$ cat src/rtl/awgn_pkg.sv
// Shared types, widths and fixed-point formats for the Box-Muller sqrt datapath.
// Latency: none (declarations and elaboration-time helper functions only).
// Backpressure: not applicable.
package awgn_pkg;

    localparam int IN_W     = 21;  // f_temp, UQ2.19
    localparam int SEG_BITS = 5;   // segment index = x[IN_W-1 -: SEG_BITS]
    localparam int COEF_W   = 18;  // c1 UQ0.18, c0 UQ2.16
    localparam int OUT_W    = 17;  // f_out, UQ4.13
    localparam int EXP_W    = 6;   // signed exponent

    // Fractional bit counts of each fixed-point format
    localparam int X_FRAC   = 19;  // UQ2.19
    localparam int C1_FRAC  = 18;  // UQ0.18
    localparam int C0_FRAC  = 16;  // UQ2.16
    localparam int Y_FRAC   = 16;  // UQ2.16
    localparam int OUT_FRAC = 13;  // UQ4.13

    localparam int P_W       = COEF_W + IN_W;             // c1*x full product, UQ2.37
    localparam int P_TRUNC   = C1_FRAC + X_FRAC - Y_FRAC; // drop to UQ2.16
    localparam int Y_W       = COEF_W + 1;                // p + c0 with carry room
    localparam int SHIFT_W   = 36;                        // y << 15 fits with margin
    localparam int SAT_BIT   = 4 + Y_FRAC;                // 16.0 in the shifted UQ.16 value
    localparam int ALIGN     = Y_FRAC - OUT_FRAC;         // UQ.16 -> UQ.13
    localparam int ROM_DEPTH = 1 << SEG_BITS;

    typedef logic signed [EXP_W-1:0] exp_t;
    typedef logic [IN_W-1:0]         x_t;
    typedef logic [COEF_W-1:0]       coef_t;
    typedef logic [OUT_W-1:0]        out_t;

    typedef struct packed {
        coef_t c1;
        coef_t c0;
    } coef_pair_t;

    // Bitwise integer square root, floor(sqrt(n)); used only at elaboration
    function automatic logic [63:0] isqrt(input logic [63:0] n);
        logic [63:0] res;
        logic [63:0] trial;
        res = '0;
        for (int i = 31; i >= 0; i--) begin
            trial = res | (64'd1 << i);
            if (trial * trial <= n) res = trial;
        end
        return res;
    endfunction

    // floor(sqrt(k/8) * 2^20): segment k starts at x = k/8
    function automatic logic [63:0] seg_root(input int k);
        return isqrt(64'(k) << 37);
    endfunction

    // Chord through both segment end points. c0 is chosen so that the
    // truncated product plus c0 lands on round(sqrt(x0)*2^16) exactly at
    // the segment start, which makes x = 1.0 reconstruct to exactly 1.0.
    // Segments 0..7 (x < 1) are not valid inputs and hold zeros.
    function automatic coef_pair_t seg_coef(input int k);
        logic [63:0] r0;
        logic [63:0] r1;
        logic [63:0] c1;
        logic [63:0] c0;
        coef_pair_t  cp;
        cp = '0;
        if (k >= 8) begin
            r0    = seg_root(k);
            r1    = seg_root(k + 1);
            c1    = (r1 - r0) << 1;
            c0    = ((r0 + 64'd8) >> 4) - ((c1 * 64'(k)) >> 5);
            cp.c1 = c1[COEF_W-1:0];
            cp.c0 = c0[COEF_W-1:0];
        end
        return cp;
    endfunction

endpackage

$ cat src/rtl/sqrt_coef_rom.sv
// Synchronous 2^SEG_BITS x {c1,c0} coefficient table for piecewise-linear sqrt.
// Latency: 1 cycle from addr to rd_dat.
// Backpressure: output register holds its value while en is low.
module sqrt_coef_rom
    import awgn_pkg::*;
(
    input  logic                clk,
    input  logic                en,
    input  logic [SEG_BITS-1:0] addr,
    output coef_pair_t          rd_dat
);

    coef_pair_t rom [ROM_DEPTH];
    coef_pair_t rd_d;
    coef_pair_t rd_q;

    // Table contents are fixed at elaboration from the chord fit
    for (genvar k = 0; k < ROM_DEPTH; k++) begin : g_rom
        localparam coef_pair_t SEG_C = seg_coef(k);
        assign rom[k] = SEG_C;
    end

    // Read port advances only with the pipeline
    always_comb begin
        rd_d = rd_q;
        if (en) rd_d = rom[addr];
    end

    // Registered read data
    always_ff @(posedge clk) begin
        rd_q <= rd_d;
    end

    assign rd_dat = rd_q;

endmodule

$ cat src/rtl/sqrt_poly_recon.sv
// Piecewise-linear sqrt of x in [1,4) and rescale by 2^(exp/2); optional sat counter via SQRT_SAT_CNT_EN.
// Latency: 4 cycles, throughput 1 beat per cycle.
// Backpressure: en = !out_valid | out_ready stalls every stage at once; in_ready = en.
module sqrt_poly_recon
    import awgn_pkg::*;
(
    input  logic                    clk,
    input  logic                    reset,
    input  logic                    in_valid,
    output logic                    in_ready,
    input  logic [IN_W-1:0]         f_temp,
    input  logic signed [EXP_W-1:0] exp_f,
    output logic                    out_valid,
    input  logic                    out_ready,
    output logic [OUT_W-1:0]        f_out,
    output logic                    f_sat
`ifdef SQRT_SAT_CNT_EN
    ,
    output logic [15:0]             sat_cnt
`endif
);

    logic                en;
    logic                v1_q, v1_d, v2_q, v2_d, v3_q, v3_d;
    logic                out_valid_q, out_valid_d;
    x_t                  x1_q, x1_d, x2_q, x2_d;
    exp_t                e1_q, e1_d, e2_q, e2_d, e3_q, e3_d;
    logic [SEG_BITS-1:0] seg1_q, seg1_d;
    coef_pair_t          coef2;
    coef_t               p3_q, p3_d, c0_3_q, c0_3_d;
    logic                bad3_q, bad3_d;
    out_t                f_out_q, f_out_d;
    logic                f_sat_q, f_sat_d;
    logic [Y_W-1:0]      y;
    exp_t                s;
    logic [EXP_W-1:0]    sh;
    logic [SHIFT_W-1:0]  y_shl;
    logic [SHIFT_W-1:0]  y_shr;

    // One global enable: a stalled output freezes the whole pipe
    always_comb begin
        en       = !out_valid_q || out_ready;
        in_ready = en;
    end

    // S1/S2 capture and valid propagation, all gated by en
    always_comb begin
        v1_d   = v1_q;
        x1_d   = x1_q;
        e1_d   = e1_q;
        seg1_d = seg1_q;
        v2_d   = v2_q;
        x2_d   = x2_q;
        e2_d   = e2_q;
        v3_d   = v3_q;
        e3_d   = e3_q;
        if (en) begin
            v1_d   = in_valid;
            x1_d   = f_temp;
            e1_d   = exp_f;
            seg1_d = f_temp[IN_W-1 -: SEG_BITS];
            v2_d   = v1_q;
            x2_d   = x1_q;
            e2_d   = e1_q;
            v3_d   = v2_q;
            e3_d   = e2_q;
        end
    end

    // S2 coefficient lookup, aligned with x2/e2
    sqrt_coef_rom u_rom (
        .clk    (clk),
        .en     (en),
        .addr   (seg1_q),
        .rd_dat (coef2)
    );

    // S3: c1*x in UQ2.37, truncated to UQ2.16; flag x < 1 inputs
    always_comb begin
        p3_d   = p3_q;
        c0_3_d = c0_3_q;
        bad3_d = bad3_q;
        if (en) begin
            p3_d   = COEF_W'((P_W'(coef2.c1) * P_W'(x2_q)) >> P_TRUNC);
            c0_3_d = coef2.c0;
            bad3_d = (x2_q[IN_W-1 -: 2] == 2'b00);
        end
    end

    // S4: y = p + c0, scale by 2^(exp>>>1), clamp at 16.0, realign to UQ4.13.
    // The most negative exponent gives a 16-bit right shift, which already
    // truncates y (at most 2.0) to zero after realignment.
    always_comb begin
        y       = Y_W'(p3_q) + Y_W'(c0_3_q);
        s       = e3_q >>> 1;
        sh      = s[EXP_W-1] ? EXP_W'(-s) : EXP_W'(s);
        y_shl   = SHIFT_W'(y) << sh;
        y_shr   = SHIFT_W'(y) >> sh;
        f_out_d = f_out_q;
        f_sat_d = f_sat_q;
        if (en) begin
            if (bad3_q) begin
                f_out_d = '0;
                f_sat_d = 1'b0;
            end else if (!s[EXP_W-1]) begin
                if (|(y_shl >> SAT_BIT)) begin
                    f_out_d = '1;
                    f_sat_d = 1'b1;
                end else begin
                    f_out_d = OUT_W'(y_shl >> ALIGN);
                    f_sat_d = 1'b0;
                end
            end else begin
                f_out_d = OUT_W'(y_shr >> ALIGN);
                f_sat_d = 1'b0;
            end
        end
        out_valid_d = en ? v3_q : out_valid_q;
    end

    // Control and output registers: reset drops every in-flight beat
    always_ff @(posedge clk) begin
        if (reset) begin
            v1_q        <= 1'b0;
            v2_q        <= 1'b0;
            v3_q        <= 1'b0;
            out_valid_q <= 1'b0;
            f_out_q     <= '0;
            f_sat_q     <= 1'b0;
        end else begin
            v1_q        <= v1_d;
            v2_q        <= v2_d;
            v3_q        <= v3_d;
            out_valid_q <= out_valid_d;
            f_out_q     <= f_out_d;
            f_sat_q     <= f_sat_d;
        end
    end

    // Datapath registers need no reset; their valid bits qualify them
    always_ff @(posedge clk) begin
        x1_q   <= x1_d;
        e1_q   <= e1_d;
        seg1_q <= seg1_d;
        x2_q   <= x2_d;
        e2_q   <= e2_d;
        e3_q   <= e3_d;
        p3_q   <= p3_d;
        c0_3_q <= c0_3_d;
        bad3_q <= bad3_d;
    end

    assign out_valid = out_valid_q;
    assign f_out     = f_out_q;
    assign f_sat     = f_sat_q;

`ifdef SQRT_SAT_CNT_EN
    logic [15:0] sat_cnt_q, sat_cnt_d;

    // Count clamped beats as they leave; stick at all ones
    always_comb begin
        sat_cnt_d = sat_cnt_q;
        if (out_valid_q && out_ready && f_sat_q && (sat_cnt_q != 16'hFFFF))
            sat_cnt_d = sat_cnt_q + 16'd1;
    end

    // Saturation counter register
    always_ff @(posedge clk) begin
        if (reset) sat_cnt_q <= '0;
        else       sat_cnt_q <= sat_cnt_d;
    end

    assign sat_cnt = sat_cnt_q;
`endif

endmodule

$ cat config.mk
export PLATFORM = sky130hd
export DESIGN_NAME = sqrt_poly_recon
export DESIGN_NICKNAME = d
export VERILOG_FILES = /design/src/rtl/awgn_pkg.sv /design/src/rtl/sqrt_coef_rom.sv /design/src/rtl/sqrt_poly_recon.sv
export SDC_FILE = /design/constraint.sdc
export NUM_CORES = 1
export LEC_CHECK = 0
export ABC_AREA = 0
export CAP_MARGIN = 0
export CORE_MARGIN = 1
export CORE_UTILIZATION = 50
export CTS_CLUSTER_DIAMETER = 100
export DETAILED_ROUTE_END_ITERATION = 10
export GPL_TIMING_DRIVEN = 0
export MAX_ROUTING_LAYER = met4
export PLACE_DENSITY_LB_ADDON = 0.15
export SLEW_MARGIN = 20
export SYNTH_ARGS = -nofsm -noshare
export SYNTH_HDL_FRONTEND = slang
export SYNTH_SLANG_ARGS = --single-unit
$ cat constraint.sdc
create_clock -name clk -period 13.6 [get_ports clk]
set_input_delay 4.08 -clock clk [delete_from_list [all_inputs] [get_ports clk]]
set_output_delay 4.08 -clock clk [all_outputs]
set_load 0.02 [all_outputs]
# --- After elaboration in Yosys (flattened, before gate mapping) ---
# Memory sizes are Yosys's and may differ from the RTL's. A register that Yosys moved wholly into a read port is not among the register bits.
# Index checks and enable logic that the tools add are counted.
totals:
  memories: 1
  reg_bits: 124
  output_inout_bits: 20
  ram_bits: 0
  latch_bits: 0
  in_bits: 31
  word_cells: 33
  rom_bits: 1152
classes:
  add_sub_neg: 2
  mux: 7
  n_eq_ne: 0
  bitwise_logic: 1
  magnitude_cmp: 0
  reduce_logical: 4
  shifts: 2
  mul: 1
  n_div: 0
memory_table:
  columns: ["name", "words", "word_bits", "rd", "rd_ports_with_merged_regs", "write_ports", "line_no", "rtl"]
  rows:
  - ["(no name shown)", 32, 36, 1, 1, 0, "sqrt_coef_rom.sv:26", "if (en) rd_d = rom[addr];"]
ops:
  columns: ["operator", "n"]
  rows:
  - ["2-to-1 mux 17 bit", 3]
  - ["multiplier 18 x 21 -> 39 bit", 1]
  - ["left shift 19 x 6 -> 36 bit", 1]
  - ["right shift 19 x 6 -> 20 bit", 1]
  - ["adder 18 x 18 -> 19 bit", 1]
  - ["OR reduction 16 bit", 1]
  - ["2-to-1 mux 6 bit", 1]
  - ["negation 5 -> 6 bit", 1]
  - ["NOT 5 -> 6 bit", 1]
  - ["2-to-1 mux 1 bit", 3]
  - ["zero test 2 bit", 1]
  - ["zero test 1 bit", 1]
  - ["logical OR 1 bit", 1]

# --- Logic depth before layout (Yosys ltp) ---
depth:
  word_depth: 7
  ltp_mapped: 25
  ltp_nobuf: 24

# --- Modules after synthesis ---
# Synthesis repeated with hierarchy kept, for this count alone.
hier_totals:
  hier_cells: 2237
  area_unflattened_um2: 20586.0
modules_own_cells:
  columns: ["mod", "seq_area_each_um2", "cells_each", "n_inst", "area_each_um2"]
  rows:
  - ["sqrt_poly_recon", 3263.1, 2016, 1, 18373.9]
  - ["sqrt_coef_rom", 930.9, 221, 1, 2212.1]

# --- Worst setup path after synthesis ---
# No wires, ideal clock.
synth_path:
  kind: "in2out"
  from: "in out_ready"
  to: "out in_ready"
  path_buffers: 1
  setup_slack_ns: 2.697
  t_required_ns: 9.520
  t_arrival_ns: 6.823
  path_stages: 3
  path_cell_list: "nor2b_1 -> clkbuf_1 -> inv_1"
synth_via:
  elab_chain_len: 1
synth_lines:
  columns: ["element", "line_no", "rtl"]
  rows:
  - ["start, declared", "sqrt_poly_recon.sv:14", "input logic out_ready,"]
  - ["logical OR 1 bit", "sqrt_poly_recon.sv:42", "en = !out_valid_q || out_ready;"]
  - ["end, declared", "sqrt_poly_recon.sv:10", "output logic in_ready,"]
# Every way passes these cells.

# --- Worst setup path after layout ---
# Same ends and word-level chain as after synthesis.

==> results_dict.tcl <==
set metrics [dict create \
    status "finished clean" \
    syn_area_um2 20100 \
    synth-simple-area-share_pct 16.1 \
    synth-edff-count 123 \
    io_buffer_count 48 \
    fin_crit_ns 10.42 \
    critical_path_peak_fanout 81 \
    cap_violations 0 \
    pin_count 51 \
    clkLatencyLatePin_ns 0.46 \
    skew_ns 0.0170 \
    wl_per_cell_um 21.7 \
    regArea_um2 4130 \
    area_growth_pct 8.92 \
    min_path_type "reg -> reg" \
    yosys.area_share.adder_pct 37.2 \
    grt_pass1_vias 16700 \
    max-clock-path-buffers 2 \
    h-tree-depth 4 \
    worst_ep_required_time_ns 9.52 \
    synth_top_area_share_pct 26.5 \
    max_slew_margin_pct 28.3 \
    cts_buffers 17 \
    fin_tns_setup_ns 0 \
    synth_nets 2617 \
    initial_utilization_pct 50.6 \
    synth_warnings 0 \
    dpl.hpwl_um 48500 \
    fin_ws_ns 3.18 \
    dr.first_iter.drc_count 1498 \
    min_period_over_period_pct 76.6 \
    fmax_mhz 96.0 \
    drv_slew 0 \
    synthTopCellsByCount "inv_1, fa_1, nand2_1" \
    dp.cells 2724 \
    clockRootBuffer "clkbuf_16" \
    async_flop_share_pct 0 \
    synthXorXnorAreaFrac_pct 1.22 \
    grt_antenna_before_repair 0 \
    grt_max_degree 82 \
    path_class "in -> out" \
    cp-start-kind "primary input" \
    grt.overflow.total 0 \
    firstDrtPassIters 9 \
    synth_area_leaders "fa_1, edfxtp_1, ha_1, inv_1, and2_1" \
    drive_above_1_share_pct 3.99 \
    viasPerCell 5.82 \
    arrival_ns 6.34 \
    place_congestion 0.957 \
    netlist_instances 2150 \
    synthMuxAreaShare_pct 2.07 \
    fin_area_um2 21800 \
    vias 16000 \
    grt_pass1_wl_um 95900 \
    hold_viol 0 \
    holdPathStages 0 \
    drtAntennaViolNets 0 \
    worst_pin_slew_ns 1.06 \
    cts_tree "done" \
    die_w_um 202 \
    synth-seq-cells 145 \
    synth-main-ff-cell "edfxtp_1" \
    synth_top_cell_by_area "fa_1" \
    drcViolationCount 0 \
    multi_input_area_um2 14100 \
    clkSinkCount 145 \
    r2r_cells 22 \
    yosysMostFrequentCell "inv_1" \
    fin_nets 2685 \
    post-place-ws_ns 3.16 \
    wl_um 59900 \
    ctsResizeCount 0 \
    place_area_um2 21200 \
    end_kind "primary output" \
    synth_area_per_cell_um2 9.33 \
    synth.distinct_cells 94 \
    synth_compound_area_share_pct 13.8 \
    fp.dieH_um 202 \
    synth_top_family_by_area "adder cells" \
    core_area_um2 39600 \
    setup_viol 0 \
    rsz0062_at_grt "no" \
    num-fill-cells 3682 \
    instances_no_fill 2757 \
    hold_buffers 0 \
    clkSlewWorstSetupHoldPaths_ns 0.08 \
    track_usage_pct 31.7 \
    die-area_um2 40900 \
    postCtsSetupRepairBufs 0 \
    num_rows 73 \
    seq_area_frac_synth_pct 20.6 \
]
==> per-stage QoR <==
step / hold slack (ns) / utilization (%)
2_1_floorplan: 0.400 / -
3_3_place_gp: 0.401 / 53.5
3_5_place_dp: 0.405 / 53.6
4_1_cts: 0.420 / 55.1
5_1_grt: 0.422 / 55.1
6_report: 0.418 / 55.1
==> worst max-delay path, cell delays in order <==
cell,delay (ns)
clkdlybuf4s50_1,0.45
nor2b_1,0.04
clkbuf_1,0.24
inv_6,0.42
buf_16,0.38
clkdlybuf4s50_1,0.68
==> flip-flops by register name, summed over array words and instances, names as in the netlist, 5 cells and up <==
register      cells
c0_3_q           16
u_rom.rd_dat     31
x1_q             21
p3_q             18
e1_q              5
e2_q              5
f_out            17
e3_q              5
x2_q             21
==> routing by layer <==
| layer | part of all wire [%] | GRT usage [%] | wire (um) | vias to the layer above |
|---|---|---|---|---|
| met5 | 0 | - | 0 | - |
| met4 | 3.2 | 10.2 | 1890 | 0 |
| met3 | 6.2 | 4.01 | 3710 | 99 |
| met2 | 47 | 49.7 | 28100 | 612 |
| met1 | 44 | 42.7 | 26200 | 8030 |
| li1 | - | - | - | 7295 |
==> kinds of logic (layout without fill, tap and decap cells) <==
family	Yosys count	in the layout
xor gates and xnor gates	28	28
DFF	145	145
adders and majority gates	436	436
buffers and inverters	479	560
AOI/OAI and AO/OA	391	391
other	0	1
and+or+nand+nor	644	644
muxes	27	27
==> placed cells by master (no fill, tap or decap), types with 9 or more instances in the layout <==
cell             instances
o21ai_0                 68
mux4_2                  11
edfxtp_1               123
clkbuf_1               102
a211oi_1                23
xor2_1                  13
and2_1                 195
nand3_1                 33
xnor2_1                 15
a31oi_1                  9
a21oi_1                 87
o211ai_1                27
buf_1                    9
dfxtp_1                 22
mux2i_1                 10
o31ai_1                 16
nand2_1                237
o22ai_1                 10
o211a_1                  9
nor3_1                  24
fa_1                   266
inv_1                  356
a21o_1                  27
clkbuf_16               17
ha_1                   170
or3_1                   10
nor2_1                  81
clkdlybuf4s50_1         48
o21a_1                  12
==> path summary, 6_finish.rpt <==
check | from | to | slack (ns)
setup / recovery | out_ready | in_ready | 3.18
hold / removal | u_rom.rd_dat[4] | c0_3_q[4] | 0.42
setup reg to reg | x2_q[11] | p3_q[17] | 5.30
hold reg to reg | u_rom.rd_dat[4] | c0_3_q[4] | 0.42
==> layout make-up <==
class | count | share of cell area, %
multi-input combinational | 1526 | 64.5
sequential | 145 | 18.9
inverter | 359 | 6.19
tap | 525 | 3.01
timing repair buffer | 49 | 2.33
buffer | 120 | 2.22
clock buffer | 17 | 1.95
clock inverter | 15 | 0.876
antenna | 1 | 0.0115
Power is left out: the tool's default activity adds up to more than one toggle a clock period on the data nets, which glitch-free logic cannot reach.
